==> src/rtl/fetch_unit_pkg.sv <==
// Shared widths, reset constants and fetch FSM encodings, plus the packed buffer entry type.
// The text macros sit ahead of the package so every later file in the build sees them.
`ifndef FETCH_DEFINES_DONE
`define FETCH_DEFINES_DONE
`define DataWidth  32
`define ZeroWord   32'h0000_0000
`define FETCH_IDLE 2'b00
`define FETCH_REQ  2'b01
`define FETCH_WAIT 2'b10
`define FETCH_DROP 2'b11
`endif

package fetch_unit_pkg;

    localparam int              DW        = `DataWidth;
    localparam logic [DW-1:0]   ZERO_WORD = `ZeroWord;

    typedef enum logic [1:0] {
        ST_IDLE = `FETCH_IDLE,
        ST_REQ  = `FETCH_REQ,
        ST_WAIT = `FETCH_WAIT,
        ST_DROP = `FETCH_DROP
    } fetch_state_t;

    typedef struct packed {
        logic [DW-1:0] pc;
        logic [DW-1:0] inst;
    } fetch_entry_t;

endpackage

==> src/rtl/fetch_fifo.sv <==
// Two-entry in-order buffer of {pc, inst}; the head entry is read straight from storage registers.
// Zero-latency visibility after the push edge; clear wins over push/pop, pop on empty is ignored.
module fetch_fifo
    import fetch_unit_pkg::*;
(
    input  logic         clk,
    input  logic         rst,
    input  logic         i_push,
    input  fetch_entry_t i_push_dat,
    input  logic         i_pop,
    input  logic         i_clear,
    output fetch_entry_t o_head_dat,
    output logic         o_full,
    output logic         o_empty,
    output logic [1:0]   o_count
);

    fetch_entry_t r_mem [2];
    logic         r_rd_ptr;
    logic         r_wr_ptr;
    logic [1:0]   r_count;
    logic         w_push;
    logic         w_pop;

    assign w_pop  = i_pop && (r_count != 2'd0);
    // A push into a full buffer is only legal when the head leaves in the same cycle.
    assign w_push = i_push && ((r_count != 2'd2) || w_pop);

    always_ff @(posedge clk or posedge rst) begin
        if (rst) begin
            r_mem[0] <= '0;
            r_mem[1] <= '0;
            r_rd_ptr <= 1'b0;
            r_wr_ptr <= 1'b0;
            r_count  <= 2'd0;
        end else if (i_clear) begin
            r_rd_ptr <= 1'b0;
            r_wr_ptr <= 1'b0;
            r_count  <= 2'd0;
        end else begin
            if (w_push) begin
                r_mem[r_wr_ptr] <= i_push_dat;
                r_wr_ptr        <= ~r_wr_ptr;
            end
            if (w_pop) begin
                r_rd_ptr <= ~r_rd_ptr;
            end
            case ({w_push, w_pop})
                2'b10:   r_count <= r_count + 2'd1;
                2'b01:   r_count <= r_count - 2'd1;
                default: r_count <= r_count;
            endcase
        end
    end

    assign o_head_dat = r_mem[r_rd_ptr];
    assign o_full     = (r_count == 2'd2);
    assign o_empty    = (r_count == 2'd0);
    assign o_count    = r_count;

endmodule

==> src/rtl/fetch_unit.sv <==
// Instruction fetch: one outstanding imem request, 2-entry buffer to decode; grant N -> id_valid N+2.
// Stops requesting when buffer + in-flight reach 2; flush drops everything. FETCH_PERF_EN adds fetch_stall_cnt.
module fetch_unit
    import fetch_unit_pkg::*;
(
    input  logic                  clk,
    input  logic                  rst,
    input  logic [`DataWidth-1:0] pc_in,
    output logic                  pc_en,
    input  logic                  flush,
    output logic                  imem_req,
    output logic [`DataWidth-1:0] imem_addr,
    input  logic                  imem_gnt,
    input  logic                  imem_rvalid,
    input  logic [`DataWidth-1:0] imem_rdata,
    output logic                  id_valid,
    input  logic                  id_ready,
    output logic [`DataWidth-1:0] id_inst,
    output logic [`DataWidth-1:0] id_pc
`ifdef FETCH_PERF_EN
    ,
    output logic [31:0]           fetch_stall_cnt
`endif
);

    fetch_state_t  r_state;
    fetch_state_t  w_state_nxt;
    logic [DW-1:0] r_pc_q;
    logic          w_push;
    logic          w_pop;
    logic          w_full;
    logic          w_empty;
    logic [1:0]    w_count;
    logic [1:0]    w_count_after_push;
    fetch_entry_t  w_push_dat;
    fetch_entry_t  w_head;

    assign w_pop              = id_valid && id_ready && !flush;
    assign w_count_after_push = w_pop ? w_count : (w_count + 2'd1);
    assign w_push_dat         = '{pc: r_pc_q, inst: imem_rdata};

    always_ff @(posedge clk or posedge rst) begin
        if (rst) begin
            r_state <= ST_IDLE;
            r_pc_q  <= ZERO_WORD;
        end else begin
            r_state <= w_state_nxt;
            if ((r_state == ST_REQ) && imem_gnt && !flush) begin
                r_pc_q <= pc_in;
            end
        end
    end

    always_comb begin
        w_state_nxt = r_state;
        w_push      = 1'b0;
        imem_req    = 1'b0;
        pc_en       = flush;
        case (r_state)
            ST_IDLE: begin
                if (!flush && !w_full) begin
                    w_state_nxt = ST_REQ;
                end
            end
            ST_REQ: begin
                imem_req = !flush;
                if (flush) begin
                    w_state_nxt = ST_IDLE;
                end else if (imem_gnt) begin
                    pc_en       = 1'b1;
                    w_state_nxt = ST_WAIT;
                end
            end
            ST_WAIT: begin
                // A flush with no data yet must still swallow the pending response.
                if (flush) begin
                    w_state_nxt = imem_rvalid ? ST_IDLE : ST_DROP;
                end else if (imem_rvalid) begin
                    w_push      = 1'b1;
                    w_state_nxt = (w_count_after_push < 2'd2) ? ST_REQ : ST_IDLE;
                end
            end
            ST_DROP: begin
                if (imem_rvalid) begin
                    w_state_nxt = ST_IDLE;
                end
            end
            default: w_state_nxt = ST_IDLE;
        endcase
    end

    fetch_fifo u_fifo (
        .clk        (clk),
        .rst        (rst),
        .i_push     (w_push),
        .i_push_dat (w_push_dat),
        .i_pop      (w_pop),
        .i_clear    (flush),
        .o_head_dat (w_head),
        .o_full     (w_full),
        .o_empty    (w_empty),
        .o_count    (w_count)
    );

    assign imem_addr = pc_in;
    assign id_valid  = !w_empty;
    assign id_inst   = w_head.inst;
    assign id_pc     = w_head.pc;

`ifdef FETCH_PERF_EN
    logic [31:0] r_stall_cnt;

    always_ff @(posedge clk or posedge rst) begin
        if (rst) begin
            r_stall_cnt <= 32'd0;
        end else if (id_ready && !id_valid && (r_stall_cnt != 32'hFFFF_FFFF)) begin
            r_stall_cnt <= r_stall_cnt + 32'd1;
        end
    end

    assign fetch_stall_cnt = r_stall_cnt;
`endif

endmodule

==> config.mk <==
export PLATFORM = sky130hd
export DESIGN_NAME = fetch_unit
export DESIGN_NICKNAME = d
export VERILOG_FILES = /design/src/rtl/fetch_unit_pkg.sv /design/src/rtl/fetch_fifo.sv /design/src/rtl/fetch_unit.sv
export SDC_FILE = /design/constraint.sdc
export NUM_CORES = 1
export LEC_CHECK = 0
export BUFFER_PORTS_ARGS = -buffer_cell sky130_fd_sc_hd__buf_4
export CAP_MARGIN = 40
export CORE_ASPECT_RATIO = 1.2
export CORE_MARGIN = 2
export CORE_UTILIZATION = 54
export DETAILED_ROUTE_END_ITERATION = 10
export GPL_TIMING_DRIVEN = 1
export PLACE_DENSITY = 0.8
export SLEW_MARGIN = 20
export SYNTH_ARGS = -nofsm -noshare
export SYNTH_HDL_FRONTEND = slang
export SYNTH_SLANG_ARGS = --single-unit
export TNS_END_PERCENT = 100
==> constraint.sdc <==
create_clock -name clk -period 7.39 [get_ports clk]
set_clock_uncertainty 0.1 [all_clocks]
set_input_delay 1.1085 -clock clk [delete_from_list [all_inputs] [get_ports clk]]
set_output_delay 1.1085 -clock clk [all_outputs]
set_load 0.01 [all_outputs]
# After elaboration in Yosys (flattened, before gate mapping)
# Cells that the tools add are included.
dict set report word_totals {
  regBits 166
  in_bits 70
  out_inout_bits 99
  word_cells 80
}
dict set report classes {
  addsub 2
  order_cmp 4
  eq_ne 11
  n_mux 29
  bitwise_logic 5
  n_reduce_logical 20
}
# cell n
set op_table {}
lappend op_table {{two-way mux 64 bit} 4}
lappend op_table {{bitwise mux 128 bit} 1}
lappend op_table {{demux 64 bit (select 1 bit)} 1}
lappend op_table {{two-way mux 2 bit} 9}
lappend op_table {{two-way mux 1 bit} 12}
lappend op_table {{== test 2 bit, second input constant} 4}
lappend op_table {{logical AND 1 bit} 8}
lappend op_table {{one-hot mux 2 bit (4 select lines)} 1}
lappend op_table {{!= test 2 bit, second input constant} 3}
lappend op_table {{!= test 3 bit, second input constant} 2}
lappend op_table {{nonzero test 2 bit} 3}
lappend op_table {{== test 2 x 1 -> 1 bit, second input constant} 2}
lappend op_table {{>= comparator 2 bit, second input constant} 2}
lappend op_table {{logical NOT 2 bit} 2}
lappend op_table {{NOT 1 -> 2 bit} 2}
lappend op_table {{one-hot mux 2 bit (2 select lines)} 1}
lappend op_table {{AND reduction 4 bit} 1}
lappend op_table {{logical NOT 1 bit} 3}
lappend op_table {{NOT 1 bit} 3}
lappend op_table {{nonzero test 3 bit} 1}
lappend op_table {{adder 2 x 1 -> 2 bit, second input constant} 1}
lappend op_table {{less-than comparator 2 x 1 -> 1 bit, second input constant} 1}
lappend op_table {{less-than comparator 2 bit, second input constant} 1}
lappend op_table {{AND reduction 2 bit} 1}
lappend op_table {{2 further kinds} 2}

# Longest topological paths before layout
# Gate-level depths: netlist (run 1).
dict set report depth {
  ltp_word 10
  depth_mapped 8
  mapped_depth_nobuf 6
}

# By module
# From an unflattened synthesis (run 1), not the netlist that was laid out.
dict set report hier_totals {
  cells_unflattened 495
  area_unflattened_um2 7733.7
}
# module n_inst cells_each area_each_um2 seq_area_each_um2
set by_module_without_submodules {}
lappend by_module_without_submodules {fetch_fifo 1 369 5938.2 3303.2}
lappend by_module_without_submodules {fetch_unit 1 126 1795.5 850.8}

# Least setup slack after synthesis (run 1)
# No wires, ideal clock.
dict set report synth_timing {
  path_kind {input-to-output}
  start {in flush}
  end {out imem_req}
  arrival_ns 1.628
  required_ns 6.181
  slack_ns 4.553
  path_stages 2
  n_path_buf 1
  path_cell_list {clkbuf_1 -> nor3b_1}
}
dict set report synth_via {
  elab_chain_len 2
}
# item line
set synth_lines {}
lappend synth_lines {{start: declaration} fetch_unit.sv:10} ;# input logic flush,
lappend synth_lines {{logical NOT 1 bit} fetch_unit.sv:66} ;# imem_req = !flush;
lappend synth_lines {{two-way mux 1 bit} fetch_unit.sv:59} ;# case (r_state)
lappend synth_lines {{end: declaration} fetch_unit.sv:11} ;# output logic imem_req,
# No other way between the ends.

# Final worst setup path (run 1)
dict set report layout_timing {
  start {reg u_fifo.r_rd_ptr}
  end {out id_inst[4]}
}
dict set report layout_via {
  elab_chain_len 4
}
# item line
set layout_lines {}
lappend layout_lines {{start: declaration} fetch_fifo.sv:19} ;# logic r_rd_ptr;
lappend layout_lines {{start signal: assignment} fetch_fifo.sv:46} ;# r_rd_ptr <= ~r_rd_ptr;
lappend layout_lines {{NOT 1 -> 2 bit (not written as such)} fetch_fifo.sv:56} ;# assign o_head_dat = r_mem[r_rd_ptr];
lappend layout_lines {{two-way mux 64 bit (not written as such) (3 in a row)} fetch_fifo.sv:56}
lappend layout_lines {{end: declaration} fetch_unit.sv:18} ;# output logic [`DataWidth-1:0] id_inst,
# No other way between the ends. The select of a mux whose other input is x is not followed.

==> results of run 1 <==
-- cell usage in the layout, fill, tap and decap left out, types with 2 or more instances in the layout --
cell / synthesis / final
o21ai_0: 3 / 3
o22ai_1: 2 / 2
ha_1: 2 / 2
nor3b_1: 2 / 2
clkbuf_16: 0 / 17
inv_6: 0 / 3
nand3_1: 2 / 2
clkinvlp_4: 0 / 2
dfrtp_1: 166 / 165
mux2_4: 40 / 40
buf_16: 0 / 3
nand2b_1: 3 / 3
clkinv_4: 0 / 5
nor2_1: 10 / 9
clkbuf_8: 0 / 2
mux2_1: 9 / 9
buf_4: 33 / 172
bufinv_16: 0 / 3
inv_1: 5 / 4
mux2_2: 176 / 176
-- power by group through the flow --
stage	sequential (W)	combinational [W]	clock, W
after floorplan	0.00134	0.000848	0
after global placement	0.00140	0.00123	0
after detailed placement	0.00143	0.00127	0
after CTS	0.00142	0.00128	0.000939
after global routing	0.00147	0.00135	0.000979
final	0.00142	0.00126	0.000922
-- registers in the layout, indices dropped and copies added (netlist names) --
signal and count:
r_pc_q 32, r_state 2, u_fifo.o_count 2, u_fifo.r_mem 128, u_fifo.r_rd_ptr 1, u_fifo.r_wr_ptr 1
-- final timing paths --
| kind | slack (ns) | to | startpoint | depth (start not counted) |
|---|---|---|---|---|
| worst max-delay path | 3.75 | id_inst[4] | u_fifo.r_rd_ptr | 3 |
| worst min-delay path | 0.39 | u_fifo.r_mem[68] | u_fifo.r_mem[68] | 1 |
| worst max register to register | 4.32 | u_fifo.r_mem[65] | u_fifo.o_count[1] | 7 |
| worst min register to register | 0.39 | u_fifo.r_mem[68] | u_fifo.r_mem[68] | 1 |
| max in group asynchronous | 5.39 | u_fifo.r_mem[106] | rst | 5 |
| min in group asynchronous | 0.45 | r_pc_q[19] | rst | 2 |
-- routing by layer --
metal  share of wire (%)  vias to the layer above  GRT usage, %
met4                 2.7                        0          9.62
met1                  41                     2258          24.5
met2                  52                      119          34.7
li1                    -                     1981             -
met3                 3.7                       27          3.89
met5                   0                        -             0
-- logic make-up (layout without fill, tap and decap cells) --
group	Yosys count	after routing
flops	166	166
simple gates	24	24
compound gates	10	10
fa+ha+maj	2	2
xor+xnor	1	1
mux	226	226
buf+inv	61	213
-- critical path: stages, from the launching register on --
cell and delay (ns):
dfrtp_2 0.80, buf_4 0.59, mux2_2 0.42, buf_4 0.15
-- metrics by stage --
step / utilization, % / power (W)
after floorplan: - / 0.00219
after global placement: 62.7 / 0.00263
after detailed placement: 63.1 / 0.00270
after CTS: 67.7 / 0.00364
after global routing: 68.0 / 0.00380
final: 68.0 / 0.00360
-- area by class of cell --
class                   instances  area, um^2  share of cell area [%]
clock buffers                  19         453                    4.84
clock inverters                13         171                    1.83
inverters                       5        23.8                   0.254
well taps                     171         214                    2.29
repair buffers                176        1390                    14.9
flip-flops and latches        166        4160                    44.4
multi-input cells             263        2950                    31.5
==> summary.txt, run 1 <==
first-pass GRT wire length: 23.9 mm
CP Class: flip-flop to output port
top cells by area, synth: dfrtp_1, mux2_2, mux2_4
GRT Resource Usage Total: 20.2%
# Max-Cap Violations: 0
largest family of logic cells by synthesized area: multiplexers
fin nets: 701
Remaining DRCs: 0
Slew HR: 54.1%
die extent in y: 134 um
Synth Register Bits: 166
fin crit share: 49.2%
crit path time final: 3.64 ns
Core Footprint: 0.0138 mm^2
PD cells: 385 mW/mm^2
DR iter-0 viols: 184
post-route ant nets: 0
Initial Utilization: 55.1%
Die Wd: 112 um
most frequent cell after synthesis: mux2_2
Seq/Total Area, Yosys: 54.8%
Layout Cells excl Fill: 813
crit path launch type: flip-flop
total grt overflow: 0
ys flop type: dfrtp_1
WL final: 14.7 mm
largest net degree at the start of global routing: 86
dpl cell area: 0.00869 mm^2
I/O Pins: 169
Post-Synth Adder-Cell Area: 0.330%
fraction of layout cells with a size suffix above 1: 67.3%
crit end category: output port
worst slack at placement: 3.64 ns
diode count: 0
Worst-path clk slew: 0.06 ns
Leak Pwr: 4.63 nW
post-synthesis xor/xnor area fraction: 0.116%
DR pass1 iterations: 4
Required @ worst endpoint: 6.18 ns
Syn Area/Cell: 15.5 um^2
HPWL Detailed: 9.63 mm
IO buf count: 168
highest clock rate: 275 MHz
Ys Warns: 0
CTS Sinks: 166
Post-CTS Setup Bufs: 0
worst endpoint data arrival time: 2.43 ns
Gate Count Post-Synth: 490
Commonest cells post-synth: mux2_2, dfrtp_1, mux2_4, buf_4, nor2_1
Post-synth EDFFs: 0
synthesized area: 0.00758 mm^2
# fillers: 948
leading area contributor after synthesis: dfrtp_1
Clk Latency, worst-skew pair: 0.42 ns
clk buf depth: 2
CTS tree: yes
worst hold slack: 0.393 ns
top cell type's share of synthesized area: 54.8%
via count: 4385
Internal Power: 0.00255 W
placed insts: 779
initial antenna violation count: 0
sequential share of power: 39.4%
Clock power frac: 25.6%
CTS buffer count: 17
row count: 47
WL per Instance: 18.1 um
post-synth cell types: 32
worst hold path type: flip-flop to flip-flop
status: completed
fin. max-slew vios: 0
P_sw: 0.00105 W
maximum vdd drop: 212 uV
Slew @ Worst Pin: 0.689 ns
number of global-route vias before repair: 4718
clock root cell: clkbuf_16
# setup viols final: 0
setup tns final: 0 ns
switching share of power: 29.2%
gpl congestion: 0.744
post_cts resized: 0
fin area: 0.00936 mm^2
Gate power share: 35.0%
P&R area growth vs syn: 23.4%
crit path max fanout: 39
Post-CTS Hold Buffers: 0
RSZ-0062 raised after global routing: false
Final Hold Fails: 0
post-synthesis mux area share: 35.5%
Syn Nets: 562
simple-gate portion of the synthesized area: 1.78%
number of vias per cell: 5.39
Die ar.: 0.0150 mm^2
htree depth: 4
Compound-Gate Fraction of Synth Area: 1.01%
PnR worst setup slack: 3.75 ns
asr flop ratio synth: 100%
(Power assumes the default switching activity.)
==> run 2: changes to the inputs <==
==> constraint.sdc (replaced) <==
create_clock -name clk -period 3.7 [get_ports clk]
set_clock_uncertainty 0.1 [all_clocks]
set_input_delay 0.555 -clock clk [delete_from_list [all_inputs] [get_ports clk]]
set_output_delay 0.555 -clock clk [all_outputs]
set_load 0.01 [all_outputs]
==> run 2 against run 1 <==
Die area is the same; count of clock-buffer cells in the layout grew 2; non-clock buffer count is 3 higher; sequential cell count is the same; power up 97%; critical path type unchanged; critical endpoint is now id_inst[16]; largest cell class unchanged.
==> summary.txt, run 2 (synthesis results as in run 1) <==
number of global-route vias before repair: 4792 (+1.6%)
CP Class: flip-flop to output port
crit end category: output port
Buf/Inv on CP: 2 (unchanged)
# Max-Cap Violations: 0 (unchanged)
I/O Pins: 169 (unchanged)
# setup viols final: 0 (unchanged)
diode count: 0 (unchanged)
CTS tree: yes
via count: 4388 (+0.068%)
Leak Pwr: 4.61 nW (-0.39%)
die extent in y: 134 um (unchanged)
total grt overflow: 0 (unchanged)
status: completed
Remaining DRCs: 0 (unchanged)
CTS buffer count: 17 (unchanged)
highest clock rate: 364 MHz
Post-CTS Setup Bufs: 0 (unchanged)
largest net degree at the start of global routing: 87 (+1.2%)
most common cell after layout, fill and taps aside: mux2_2
Most flops, register: u_fifo.r_mem
crit path max-delay cell type: dfrtp_2
number of flip-flops in the largest register: 128 (unchanged)
first-pass GRT wire length: 23.9 mm (+0.21%)
fin. max-slew vios: 0 (unchanged)
most frequent cells in the layout: mux2_2, buf_4, dfrtp_1
GRT Resource Usage Total: 20.2% (-0.029 points)
Core Footprint: 0.0138 mm^2 (unchanged)
worst hold path type: input pin to async pin
post-route ant nets: 0 (unchanged)
fraction of layout cells with a size suffix above 1: 67.1% (-0.21 points)
P&R area growth vs syn: 22.8%
number of vias per cell: 5.38 (-0.18%)
worst endpoint data arrival time: 2.10 ns (-0.33 ns)
fin nets: 704 (+0.43%)
gpl congestion: 0.813 (+9.3%)
Die ar.: 0.0150 mm^2 (unchanged)
IO buf count: 168 (unchanged)
Final Hold Fails: 0 (unchanged)
Worst-path clk slew: 0.06 ns (about the same)
maximum vdd drop: 423 uV (+100%)
WL per Instance: 18.2 um (+0.66%)
Clk Latency, worst-skew pair: 0.42 ns (about the same)
crit path launch type: flip-flop
Slew @ Worst Pin: 0.640 ns (-0.0481 ns)
Design Power: 0.00708 W (+97%)
HPWL Detailed: 9.91 mm (+2.9%)
post_cts resized: 0 (unchanged)
Crit path top cell by count: buf_4
CTS Sinks: 166 (unchanged)
crit-path max cell delay: 0.78 ns (-0.02 ns)
RSZ-0062 raised after global routing: false
fin crit share: 74.3%
Initial Utilization: 55.1% (unchanged)
clock root cell: clkbuf_16
CP Cell Sequence: buf_4, mux2_2, buf_4
htree depth: 4 (unchanged)
PD cells: 761 mW/mm^2 (+98%)
WL final: 14.9 mm (+0.91%)
DR pass1 iterations: 4 (unchanged)
crit path max fanout: 23 (-41%)
number of cells on the worst reg-to-reg path: 7 (unchanged)
initial antenna violation count: 0 (unchanged)
CP delay by family, top: flip-flops
Slew HR: 57.3% (+3.2 points)
clk buf depth: 2 (unchanged)
Post-CTS Hold Buffers: 0 (unchanged)
Critical Path Stages: 3 (unchanged)
setup tns final: 0 ns (unchanged)
final core area utilization: 67.7% (-0.35 points)
DR iter-0 viols: 126 (-32%)
Die Wd: 112 um (unchanged)
Required @ worst endpoint: 3.04 ns (-3.14 ns)
row count: 47 (unchanged)
Largest regs: u_fifo.r_mem x128, r_pc_q x32
worst hold slack: 0.183 ns (-0.210 ns)
crit path time final: 2.75 ns
run 2: cell types whose count changed in the layout (fill, tap and decap cells not counted):
cell	previous run	this run
clkinv_2	1	6
clkinvlp_4	2	3
bufinv_16	3	2
inv_6	3	0
buf_12	1	5
clkinv_4	5	0
clkbuf_1	0	2
buf_16	3	0
buf_4	172	174
run 2: routing by layer:
layer / vias up / track usage (%) / part of all wire (%)
li1: 1983 / - / -
met1: 2266 / 24.4 / 41
met2: 117 / 34.6 / 52
met3: 22 / 4.25 / 4.1
met4: 0 / 9.55 / 2.5
met5: - / 0 / 0
run 2: tightest hold or removal path: stages:
cell        delay [ns]
buf_4             0.12
clkinvlp_4        0.10
buf_12            0.35
run 2: final cells by class:
type | count | area (um^2)
fill | 980 | 4450
sequential | 166 | 4160
multi-input combinational | 263 | 2950
timing repair buffer | 179 | 1410
clock buffer | 21 | 460
tap | 171 | 214
clock inverter | 10 | 105
inverter | 5 | 22.5
run 2: path summary, 6_finish.rpt:
path	startpoint	to	slack, ns
max	u_fifo.r_rd_ptr	id_inst[16]	0.95
min	rst	u_fifo.r_mem[114]	0.18
max reg2reg	u_fifo.o_count[1]	u_fifo.r_mem[70]	1.02
min reg2reg	u_fifo.r_mem[65]	u_fifo.r_mem[65]	0.40
max in group asynchronous	rst	u_fifo.r_rd_ptr	2.93
min in group clk	imem_rvalid	r_state[1]	0.25
run 2: per-stage QoR:
stage	setup WS, ns	instances	cell area (um^2)
finish	0.950	815	9310
global placement	0.957	784	8740
detailed placement	0.895	784	8740
floorplan	0.932	490	7590
global route	0.854	815	9310
CTS	0.917	815	9310
run 2: power breakdown:
| group | total [W] | internal [W] | switching (W) |
|---|---|---|---|
| combinational | 0.00255 | 0.00158 | 0.000965 |
| sequential | 0.00284 | 0.00242 | 0.000418 |
| clock | 0.00170 | 0.00102 | 0.000679 |
==> run 3: changes to the inputs <==
==> constraint.sdc (replaced) <==
create_clock -name clk -period 2.7 [get_ports clk]
set_clock_uncertainty 0.1 [all_clocks]
set_input_delay 0.405 -clock clk [delete_from_list [all_inputs] [get_ports clk]]
set_output_delay 0.405 -clock clk [all_outputs]
set_load 0.01 [all_outputs]
==> run 3 against run 2 <==
Clock power up 45%; critical path depth increased by 4; utilization up 0.34 points; first-iteration DRC count up 39%; via count increased by 0.75%; global-route usage increased by 0.48 points; register-to-register slack worse by 0.70 ns; non-clock buffer count unchanged; critical endpoint is now u_fifo.r_mem[69]; highest routed layer unchanged.
==> summary.txt, run 3 (synthesis results as in run 1) <==
crit path launch type: flip-flop
fin nets: 704 (unchanged)
largest net degree at the start of global routing: 82 (-5.7%)
post-route ant nets: 0 (unchanged)
final core area utilization: 68.0% (+0.34 points)
Final Hold Fails: 0 (unchanged)
Slew HR: 60.8% (+3.5 points)
# setup viols final: 0 (unchanged)
diode count: 0 (unchanged)
Die Wd: 112 um (unchanged)
Post-CTS Setup Bufs: 0 (unchanged)
GR peak layer: met2
PD cells: 1050 mW/mm^2 (+38%)
WL final: 14.9 mm (about the same)
IO buf count: 168 (unchanged)
P&R area growth vs syn: 23.4%
switching share of power: 29.1% (about the same)
via count: 4421 (+0.75%)
worst hold slack: 0.0961 ns (-0.0867 ns)
Leak Pwr: 4.62 nW (+0.27%)
status: completed
grt met2 use: 35.8% (+1.2 points)
# Max-Cap Violations: 0 (unchanged)
maximum vdd drop: 605 uV (+43%)
crit path max fanout: 11 (-52%)
Required @ worst endpoint: 2.90 ns (-0.14 ns)
WL per Instance: 18.2 um (-0.22%)
DR iter-0 viols: 175 (+39%)
CP Class: flip-flop to flip-flop
post_cts resized: 0 (unchanged)
Endpoint, Worst Hold: r_state[1]
number of vias per cell: 5.42 (+0.63%)
P_sw: 0.00286 W (+39%)
Clk Latency, worst-skew pair: 0.43 ns (about the same)
worst endpoint data arrival time: 2.58 ns (+0.48 ns)
DR pass1 iterations: 6 (+2)
total grt overflow: 0 (unchanged)
CTS tree: yes
initial antenna violation count: 0 (unchanged)
crit path time final: 2.38 ns
beginning of the worst hold path: imem_rvalid
gpl congestion: 0.754 (-7.3%)
clk buf depth: 2 (unchanged)
number of cells on the worst reg-to-reg path: 7 (unchanged)
Internal Power: 0.00699 W (+39%)
most common cell after layout, fill and taps aside: mux2_2
setup slack, reg-to-reg: 0.32 ns (-0.70 ns)
highest clock rate: 420 MHz
Remaining DRCs: 0 (unchanged)
GR Layer Usage met1: 25.1% (+0.70 points)
setup tns final: 0 ns (unchanged)
fraction of layout cells with a size suffix above 1: 66.8% (-0.26 points)
Core Footprint: 0.0138 mm^2 (unchanged)
clock root cell: clkbuf_16
Slew @ Worst Pin: 0.587 ns (-0.0531 ns)
sequential share of power: 39.0% (-1.1 points)
Initial Utilization: 55.1% (unchanged)
GRT Resource Usage Total: 20.7% (+0.48 points)
first-pass GRT wire length: 24.1 mm (+0.72%)
hold depth: 2
Most flops, register: u_fifo.r_mem
die extent in y: 134 um (unchanged)
row count: 47 (unchanged)
Clock power frac: 25.0% (+1.1 points)
fin crit share: 88.1%
r2r endpoint: u_fifo.r_mem[69]
worst hold path type: input pin to flip-flop
number of global-route vias before repair: 4723 (-1.4%)
Worst-path clk slew: 0.06 ns (about the same)
I/O Pins: 169 (unchanged)
fin. max-slew vios: 0 (unchanged)
Global Route met3 Usage: 4.84% (+0.59 points)
CTS Sinks: 166 (unchanged)
Largest regs: u_fifo.r_mem x128, r_pc_q x32
RR Startpoint: u_fifo.o_count[1]
RSZ-0062 raised after global routing: false
htree depth: 4 (unchanged)
crit end category: flip-flop
HPWL Detailed: 9.74 mm (-1.7%)
most frequent cells in the layout: mux2_2, buf_4, dfrtp_1
number of flip-flops in the largest register: 128 (unchanged)
Die ar.: 0.0150 mm^2 (unchanged)
Post-CTS Hold Buffers: 1 (+1)
Gate power share: 36.0% (about the same)
CTS buffer count: 17 (unchanged)
-- run 3: changes by cell type in the layout (fill, tap and decap cells not counted), sizes merged --
cell	delta
buf	-1
bufinv	+1
clkbuf	+1
clkinv	-2
dlygate4sd3	+1
inv	+1
-- run 3: how the worst max path moves through the flow --
stage                 startpoint                 to  slack, ns  cells past startpoint
3_5_place_dp   u_fifo.o_count[1]   u_fifo.r_mem[69]       0.36                      7
6_report       u_fifo.o_count[1]   u_fifo.r_mem[69]       0.32                      7
4_1_cts        u_fifo.o_count[1]   u_fifo.r_mem[69]       0.32                      7
3_3_place_gp               flush  u_fifo.r_mem[125]       0.43                      6
2_1_floorplan                rst          r_pc_q[0]       0.08                      1
5_1_grt        u_fifo.o_count[1]   u_fifo.r_mem[66]       0.24                      7
-- run 3: metrics by stage --
stage	power, W	worst slack (ns)	instance area [um^2]	std cells
final	0.00985	0.321	9360	816
after global placement	0.00725	0.432	8740	783
after floorplan	0.00600	0.0822	7590	490
after CTS	0.00996	0.315	9360	816
after global routing	0.0104	0.242	9360	816
after detailed placement	0.00743	0.361	8740	783
-- run 3: area by class of cell --
| class | count | area [um^2] |
|---|---|---|
| sequential | 166 | 4160 |
| fill | 963 | 4400 |
| tap | 171 | 214 |
| inverter | 5 | 22.5 |
| clock buffer | 22 | 464 |
| clock inverter | 10 | 145 |
| timing repair buffer | 179 | 1410 |
| multi-input combinational | 263 | 2950 |
-- run 3: metal layers --
layer  vias to the layer above  part of all wire, %
met5                         -                    0
met4                         0                  1.8
met3                        21                  4.1
met2                       114                   54
met1                      2303                   41
li1                       1983                    -
-- run 3: critical path, cell delays in order, from the launching register on --
cell and delay (ns):
dfrtp_1 0.41, inv_1 0.08, ha_1 0.21, nand2b_1 0.24, a21boi_4 0.23, and2b_4 0.34, buf_4 0.27, mux2_1 0.36
-- run 3: power groups by stage --
stage                     logic [W]  registers, W  clock network [W]
after global routing        0.00379       0.00395            0.00263
after CTS                   0.00359       0.00384            0.00252
after detailed placement    0.00357       0.00386                  0
final                       0.00354       0.00384            0.00247
after global placement      0.00346       0.00379                  0
after floorplan             0.00232       0.00368                  0
